--- src/rtl/parking_keypad_entry_if.sv ---
// parking_keypad_entry_if
//   Keypad/controller-side signal bundle for one gate's keypad entry front end.
//   master : the keypad scanner / sensor / controller side (drives strobes).
//   slave  : the parking_keypad_entry block (drives password and status).
//   Signals:
//     sensor_entry   car present at gate (level)
//     key_valid      one-cycle digit strobe, key_code sampled with it
//     key_code[3:0]  hex digit
//     key_enter      one-cycle enter strobe
//     key_clear      one-cycle clear strobe
//     pw_reject      one-cycle wrong-password indication from controller
//     password[15:0] assembled password, first digit in [15:12]
//     password_valid one-cycle strobe
//     digit_count    digits entered so far (0..4)
//     entry_error    one-cycle pulse, enter with fewer than 4 digits
//     timeout        one-cycle pulse, inactivity abort
//     locked         high while locked out
interface parking_keypad_entry_if;
    logic        sensor_entry;
    logic        key_valid;
    logic [3:0]  key_code;
    logic        key_enter;
    logic        key_clear;
    logic        pw_reject;
    logic [15:0] password;
    logic        password_valid;
    logic [2:0]  digit_count;
    logic        entry_error;
    logic        timeout;
    logic        locked;

    modport master (
        output sensor_entry, key_valid, key_code, key_enter, key_clear, pw_reject,
        input  password, password_valid, digit_count, entry_error, timeout, locked
    );

    modport slave (
        input  sensor_entry, key_valid, key_code, key_enter, key_clear, pw_reject,
        output password, password_valid, digit_count, entry_error, timeout, locked
    );
endinterface

--- src/rtl/parking_keypad_entry.sv ---
// parking_keypad_entry
//   Collects four hex digits per entry attempt at one gate and presents a
//   16-bit password with a one-cycle valid strobe. Armed by the entry sensor;
//   handles clear, short-entry errors, inactivity timeout and sensor abort.
//   Optional macro ATTEMPT_LOCKOUT_EN adds a reject counter that forces a
//   timed lockout after MAX_REJECTS consecutive controller rejects.
// Ports:
//   clk  rising-edge clock
//   rst  synchronous active-high reset
//   kb   parking_keypad_entry_if.slave (keys/sensor in, password/status out)
// Parameters:
//   TIMEOUT_CYCLES  inactivity limit in COLLECT (>=2)
//   LOCKOUT_CYCLES  lockout duration (macro builds only)
//   MAX_REJECTS     consecutive rejects that trigger lockout (macro builds only)
module parking_keypad_entry #(
    parameter int TIMEOUT_CYCLES = 1000,
    parameter int LOCKOUT_CYCLES = 5000,
    parameter int MAX_REJECTS    = 3
) (
    input logic                  clk,
    input logic                  rst,
    parking_keypad_entry_if.slave kb
);

    typedef enum logic [2:0] {IDLE, COLLECT, SEND, WAIT_CLEAR, LOCKOUT} state_t;

    localparam int TW = (TIMEOUT_CYCLES > 2) ? $clog2(TIMEOUT_CYCLES) : 1;
    // Counter hits T-2 on the last quiet cycle; the registered pulse then
    // appears as the count would reach T-1.
    localparam logic [TW-1:0] T_LAST = TW'(TIMEOUT_CYCLES - 2);

    state_t         state;
    logic [15:0]    sr;
    logic [2:0]     cnt;
    logic [TW-1:0]  tcnt;
    logic [15:0]    pw_q;
    logic           pv_q;
    logic           err_q;
    logic           to_q;

`ifdef ATTEMPT_LOCKOUT_EN
    localparam int LW = (LOCKOUT_CYCLES > 1) ? $clog2(LOCKOUT_CYCLES) : 1;
    localparam int RW = $clog2(MAX_REJECTS + 1);
    localparam logic [LW-1:0] L_LAST = LW'(LOCKOUT_CYCLES - 1);
    localparam logic [RW-1:0] R_MAX  = RW'(MAX_REJECTS);

    logic [LW-1:0]  lcnt;
    logic [RW-1:0]  rej_cnt;
    logic           sent;      // at least one SEND since last clear
    logic           rej_seen;  // a reject arrived since the most recent SEND
    logic           lock_q;
`endif

    always_ff @(posedge clk) begin
        if (rst) begin
            state <= IDLE;
            sr    <= '0;
            cnt   <= '0;
            tcnt  <= '0;
            pw_q  <= '0;
            pv_q  <= 1'b0;
            err_q <= 1'b0;
            to_q  <= 1'b0;
`ifdef ATTEMPT_LOCKOUT_EN
            lcnt     <= '0;
            rej_cnt  <= '0;
            sent     <= 1'b0;
            rej_seen <= 1'b0;
            lock_q   <= 1'b0;
`endif
        end else begin
            pv_q  <= 1'b0;
            err_q <= 1'b0;
            to_q  <= 1'b0;
`ifdef ATTEMPT_LOCKOUT_EN
            if (kb.pw_reject && state != LOCKOUT && rej_cnt != R_MAX) begin
                rej_cnt  <= rej_cnt + 1'b1;
                rej_seen <= 1'b1;
            end
            // Reject threshold pre-empts whatever the FSM was doing.
            if (state != LOCKOUT && rej_cnt == R_MAX) begin
                state  <= LOCKOUT;
                lock_q <= 1'b1;
                lcnt   <= '0;
                sr     <= '0;
                cnt    <= '0;
                tcnt   <= '0;
            end else
`endif
            begin
                case (state)
                    IDLE: begin
                        if (kb.sensor_entry) begin
                            state <= COLLECT;
                            sr    <= '0;
                            cnt   <= '0;
                            tcnt  <= '0;
                            pw_q  <= '0;
                        end
                    end
                    COLLECT: begin
                        if (!kb.sensor_entry) begin
                            state <= IDLE;
                            sr    <= '0;
                            cnt   <= '0;
                            tcnt  <= '0;
                        end else if (kb.key_clear) begin
                            sr   <= '0;
                            cnt  <= '0;
                            tcnt <= '0;
                        end else if (kb.key_enter) begin
                            tcnt <= '0;
                            cnt  <= '0;
                            if (cnt == 3'd4) begin
                                pw_q  <= sr;
                                pv_q  <= 1'b1;
                                state <= SEND;
`ifdef ATTEMPT_LOCKOUT_EN
                                // A previous SEND that drew no reject breaks the streak.
                                if (sent && !rej_seen)
                                    rej_cnt <= '0;
                                sent     <= 1'b1;
                                rej_seen <= 1'b0;
`endif
                            end else begin
                                err_q <= 1'b1;
                                sr    <= '0;
                            end
                        end else if (kb.key_valid) begin
                            tcnt <= '0;
                            if (cnt != 3'd4) begin
                                sr  <= {sr[11:0], kb.key_code};
                                cnt <= cnt + 3'd1;
                            end
                        end else if (tcnt == T_LAST) begin
                            to_q  <= 1'b1;
                            state <= IDLE;
                            sr    <= '0;
                            cnt   <= '0;
                            tcnt  <= '0;
                        end else begin
                            tcnt <= tcnt + 1'b1;
                        end
                    end
                    SEND: begin
                        state <= WAIT_CLEAR;
                    end
                    WAIT_CLEAR: begin
                        if (!kb.sensor_entry)
                            state <= IDLE;
                    end
`ifdef ATTEMPT_LOCKOUT_EN
                    LOCKOUT: begin
                        if (lcnt == L_LAST) begin
                            state    <= IDLE;
                            lock_q   <= 1'b0;
                            rej_cnt  <= '0;
                            sent     <= 1'b0;
                            rej_seen <= 1'b0;
                        end else begin
                            lcnt <= lcnt + 1'b1;
                        end
                    end
`endif
                    default: state <= IDLE;
                endcase
            end
        end
    end

    assign kb.password       = pw_q;
    assign kb.password_valid = pv_q;
    assign kb.digit_count    = cnt;
    assign kb.entry_error    = err_q;
    assign kb.timeout        = to_q;

`ifdef ATTEMPT_LOCKOUT_EN
    assign kb.locked = lock_q;
`else
    logic unused_pw_reject;
    assign unused_pw_reject = kb.pw_reject;
    assign kb.locked        = 1'b0;
`endif

endmodule

--- src/flat_wrapper.sv ---
// flat-port wrapper written by rule: the top's interface ports become plain ports
module parking_keypad_entry_flat 
#(
    parameter int TIMEOUT_CYCLES = 1000,
    parameter int LOCKOUT_CYCLES = 5000,
    parameter int MAX_REJECTS    = 3
)
  (clk, rst, kb_sensor_entry, kb_key_valid, kb_key_code, kb_key_enter, kb_key_clear, kb_pw_reject, kb_password, kb_password_valid, kb_digit_count, kb_entry_error, kb_timeout, kb_locked);
  parking_keypad_entry_if kb_i ();
  input logic clk;
  input logic rst;
  input wire logic [$bits(kb_i.sensor_entry)-1:0] kb_sensor_entry;
  input wire logic [$bits(kb_i.key_valid)-1:0] kb_key_valid;
  input wire logic [$bits(kb_i.key_code)-1:0] kb_key_code;
  input wire logic [$bits(kb_i.key_enter)-1:0] kb_key_enter;
  input wire logic [$bits(kb_i.key_clear)-1:0] kb_key_clear;
  input wire logic [$bits(kb_i.pw_reject)-1:0] kb_pw_reject;
  output wire logic [$bits(kb_i.password)-1:0] kb_password;
  output wire logic [$bits(kb_i.password_valid)-1:0] kb_password_valid;
  output wire logic [$bits(kb_i.digit_count)-1:0] kb_digit_count;
  output wire logic [$bits(kb_i.entry_error)-1:0] kb_entry_error;
  output wire logic [$bits(kb_i.timeout)-1:0] kb_timeout;
  output wire logic [$bits(kb_i.locked)-1:0] kb_locked;
  assign kb_i.sensor_entry = kb_sensor_entry;
  assign kb_i.key_valid = kb_key_valid;
  assign kb_i.key_code = kb_key_code;
  assign kb_i.key_enter = kb_key_enter;
  assign kb_i.key_clear = kb_key_clear;
  assign kb_i.pw_reject = kb_pw_reject;
  assign kb_password = kb_i.password;
  assign kb_password_valid = kb_i.password_valid;
  assign kb_digit_count = kb_i.digit_count;
  assign kb_entry_error = kb_i.entry_error;
  assign kb_timeout = kb_i.timeout;
  assign kb_locked = kb_i.locked;
  parking_keypad_entry #(.TIMEOUT_CYCLES(TIMEOUT_CYCLES), .LOCKOUT_CYCLES(LOCKOUT_CYCLES), .MAX_REJECTS(MAX_REJECTS)) u_core (.clk(clk), .rst(rst), .kb(kb_i));
endmodule
--- config.mk ---
export PLATFORM = sky130hd
export DESIGN_NAME = parking_keypad_entry_flat
export DESIGN_NICKNAME = d
export VERILOG_FILES = /design/src/rtl/parking_keypad_entry_if.sv /design/src/rtl/parking_keypad_entry.sv /design/src/flat_wrapper.sv
export SDC_FILE = /design/constraint.sdc
export NUM_CORES = 1
export LEC_CHECK = 0
export CAP_MARGIN = 15
export CORE_MARGIN = 8
export CORE_UTILIZATION = 59
export CTS_BUF_LIST = sky130_fd_sc_hd__clkbuf_4 sky130_fd_sc_hd__clkbuf_8
export CTS_CLUSTER_DIAMETER = 30
export CTS_CLUSTER_SIZE = 24
export DETAILED_ROUTE_END_ITERATION = 10
export PLACE_DENSITY = 0.86
export REMOVE_ABC_BUFFERS = 1
export SYNTH_ARGS = -nofsm -noshare
export SYNTH_HDL_FRONTEND = slang
export SYNTH_SLANG_ARGS = --single-unit
export TNS_END_PERCENT = 10
--- constraint.sdc ---
create_clock -name clk -period 2.9 [get_ports clk]
set_input_delay 0.435 -clock clk [delete_from_list [all_inputs] [get_ports clk]]
set_output_delay 0.435 -clock clk [all_outputs]
set_load 0.01 [all_outputs]
==> impl_metrics.json <==
{
  "worst_skew_pair.late_latency_ns": 0.30,
  "grt_overflow": 0,
  "end_kind": "flip-flop",
  "max_stage_delay_ns": 0.63,
  "num_vias": 1890,
  "p_leak_nw": 0.794,
  "cts_hold_buf": 0,
  "hold_path_depth": 2,
  "crit_arrival_ns": 2.24,
  "dr.pass1.iters": 5,
  "switching_share_pct": 23.8,
  "grt_use_total_pct": 15.7,
  "ff2ff_path_depth": 6,
  "ys_seq_elements": 50,
  "cp_slowest_cell": "a41oi_2",
  "finalHoldViolCount": 0,
  "antenna_found_initial": 0,
  "skew_ns": 0.00577,
  "power.density_nw_per_um2": 441,
  "synth_area_um2": 2210,
  "cts_setup_buffers": 0,
  "seq_area_frac_synth_pct": 45.3,
  "max_slew_margin_pct": 49.5,
  "postRouteAntennaNets": 0,
  "dpl_cell_area_um2": 2550,
  "fin_crit_ns": 2.01,
  "io_pins": 34,
  "dp.final_hpwl_mm": 3.12,
  "timing.final.ws_setup_ns": 0.894,
  "cts_buffer_depth": 2,
  "yosys.cell_types.count": 42,
  "fmax_ghz": 0.499,
  "grt_pass1_wl_mm": 7.89,
  "max-cap-violations": 0,
  "tns_ns": 0,
  "cts_tree": "yes",
  "synth_ff_type": "dfxtp_1",
  "port_buffers": 31,
  "root_buffer": "clkbuf_8",
  "core-area_um2": 3630,
  "power_frac_clock_pct": 33.1,
  "drt-initial-drc-count": 167,
  "num_antenna_cells": 0,
  "crit_required_ns": 3.14,
  "min_path_type": "reg2reg",
  "cpLargestDelayFamily": "compound AO/OA/AOI/OAI gates",
  "stdcell_area_um2": 2640,
  "ys_async_sr_fraction_pct": 0,
  "vias_per_cell": 5.78,
  "min_period_over_period_pct": 69.2,
  "tightest_slew_ns": 0.757,
  "status": "finished, final reports clean",
  "setup_violations": 0,
  "internal-power_uw": 886,
  "globalplace.congestion": 0.831,
  "cts_sinks": 50,
  "yosysWarnings": 0,
  "route.detailed.drc": 0,
  "pre_cts_slack_ns": 0.587,
  "die-width_um": 77.2,
  "die_h_um": 77.2,
  "power_switching_uw": 277,
  "ctsResizeCount": 0,
  "rows": 22,
  "crit_chain": "inv_1 > ha_1 > and4bb_2 > a41oi_2 > nand3_1 > a21oi_1",
  "nets": 294,
  "crit_type": "reg2reg",
  "critPathLaunchType": "flip-flop",
  "ir_drop_uv": 346,
  "die_area_um2": 5960,
  "worstPathBufferInverterCount": 1,
  "area_delta_synth_final_pct": 19.3,
  "pwr-share-seq_pct": 59.5,
  "grt_max_degree": 41,
  "drive_gt1_share_pct": 8.60,
  "synth_edf_count": 0,
  "crit_cells": 6,
  "cp_max_fo": 16,
  "final_max_slew_viol_count": 0,
  "cts_made_buffers": 5,
  "rsz0062_at_grt": "false",
  "clkTransAtPathRegs_ns": 0.09,
  "wirelength_mm": 4.71,
  "h-tree-depth": 2,
  "p_comb_share_pct": 7.3,
  "start_util_pct": 60.8,
  "grt_pass1_vias": 1787,
  "wl_per_cell_um": 14.4,
  "synth_area_per_cell_um2": 8.80,
  "hold_slack_ns": 0.469,
  "postSynthCellCount": 251
}
[state kept, by name, summed over array words and instances, names as in the netlist]
name	cells
u_core.kb.password_valid	1
u_core.kb.entry_error	1
u_core.state	2
u_core.tcnt	10
u_core.sr	16
u_core.kb.timeout	1
u_core.kb.password	16
u_core.kb.digit_count	3
[layout by cell type, fill, tap and decap left out, types with 2 or more instances in the layout]
cell             netlist  final
nor2_1                12     12
ha_1                   4      4
o21ai_0                4      4
nand2b_1              17     17
clkinvlp_4             0      2
xor2_1                 3      3
and4_1                 2      2
nand3_1               34     34
nand4_1                4      4
a22oi_1               16     16
a211oi_2               1      2
clkbuf_8               0      5
a21oi_1               36     36
dfxtp_1               50     50
nor3_1                 5      5
xnor2_1                5      5
clkdlybuf4s50_1        0     31
buf_4                  2      7
nand2_1               11     11
nor4_1                 3      3
inv_1                  6      6
[cell type report]
| cell class | count | area [um^2] |
|---|---|---|
| clock inverter | 2 | 15.0 |
| inverter | 6 | 22.5 |
| timing repair buffer | 38 | 363 |
| fill | 292 | 997 |
| multi-input combinational | 178 | 1110 |
| sequential | 50 | 1000 |
| tap | 48 | 60.1 |
| clock buffer | 5 | 68.8 |
[worst reg2reg max path: cells and delay by family, from the launching register on]
| family | cells | cell delay [ns] |
|---|---|---|
| AND/OR/NAND/NOR | 2 | 0.44 |
| AO/OA/AOI/OAI | 2 | 0.80 |
| adder cells (fa/ha/maj) | 1 | 0.20 |
| buffers and inverters | 1 | 0.09 |
| flip-flops | 1 | 0.41 |
[cells in the mapped netlist, types with 4 or more instances]
| master | instances | area share (%) |
|---|---|---|
| xnor2_1 | 5 | 2.0 |
| dfxtp_1 | 50 | 45 |
| nor2_1 | 12 | 2.0 |
| nand4_1 | 4 | 1.1 |
| nand3_1 | 34 | 7.7 |
| a22oi_1 | 16 | 5.4 |
| nand2_1 | 11 | 1.9 |
| ha_1 | 4 | 2.3 |
| inv_1 | 6 | 1.0 |
| o21ai_0 | 4 | 0.91 |
| nor3_1 | 5 | 1.1 |
| buf_2 | 5 | 1.1 |
| nand2b_1 | 17 | 4.8 |
| clkbuf_1 | 9 | 1.5 |
| a21oi_1 | 36 | 8.2 |
[per-layer routing]
metal / share of wire (%) / wire length, um / GRT usage (%)
met1: 45 / 2130 / 18.2
met2: 48 / 2250 / 25.3
met3: 5.2 / 247 / 4.55
met4: 1.7 / 82 / 8.49
met5: 0 / 0 / 0
[path summary, 6_finish.rpt]
kind / from / slack [ns] / to
hold reg to reg: u_core.kb.password[15] / 0.47 / u_core.kb.password[15]
hold / removal: u_core.kb.password[15] / 0.47 / u_core.kb.password[15]
setup / recovery: u_core.tcnt[0] / 0.89 / u_core.sr[0]
setup reg to reg: u_core.tcnt[0] / 0.89 / u_core.sr[0]
[through the flow]
stage	util, %	std cells	power [mW]
3_5_place_dp	70.2	320	0.793
2_1_floorplan	-	234	0.749
6_report	72.6	327	1.16
5_1_grt	72.6	327	1.20
3_3_place_gp	70.2	320	0.792
4_1_cts	72.6	327	1.17
[logic make-up (layout without fill, tap and decap cells)]
group | Yosys count | count (layout) | synth area share [%]
and+or+nand+nor | 98 | 98 | 24.6
AOI/OAI and AO/OA | 67 | 67 | 19.6
DFF | 50 | 50 | 45.3
buffers and inverters | 23 | 51 | 4.87
xor gates and xnor gates | 8 | 8 | 3.17
adders and majority gates | 4 | 4 | 2.27
other | 1 | 1 | 0.170
[power groups by stage]
stage | clock, mW | combinational, mW | sequential [mW]
CTS | 0.394 | 0.0854 | 0.692
detailed placement | 0 | 0.0850 | 0.708
global route | 0.419 | 0.0920 | 0.693
finish | 0.385 | 0.0852 | 0.692
floorplan | 0 | 0.0411 | 0.708
global placement | 0 | 0.0837 | 0.708
No activity file was read; power rests on OpenSTA's default activity.
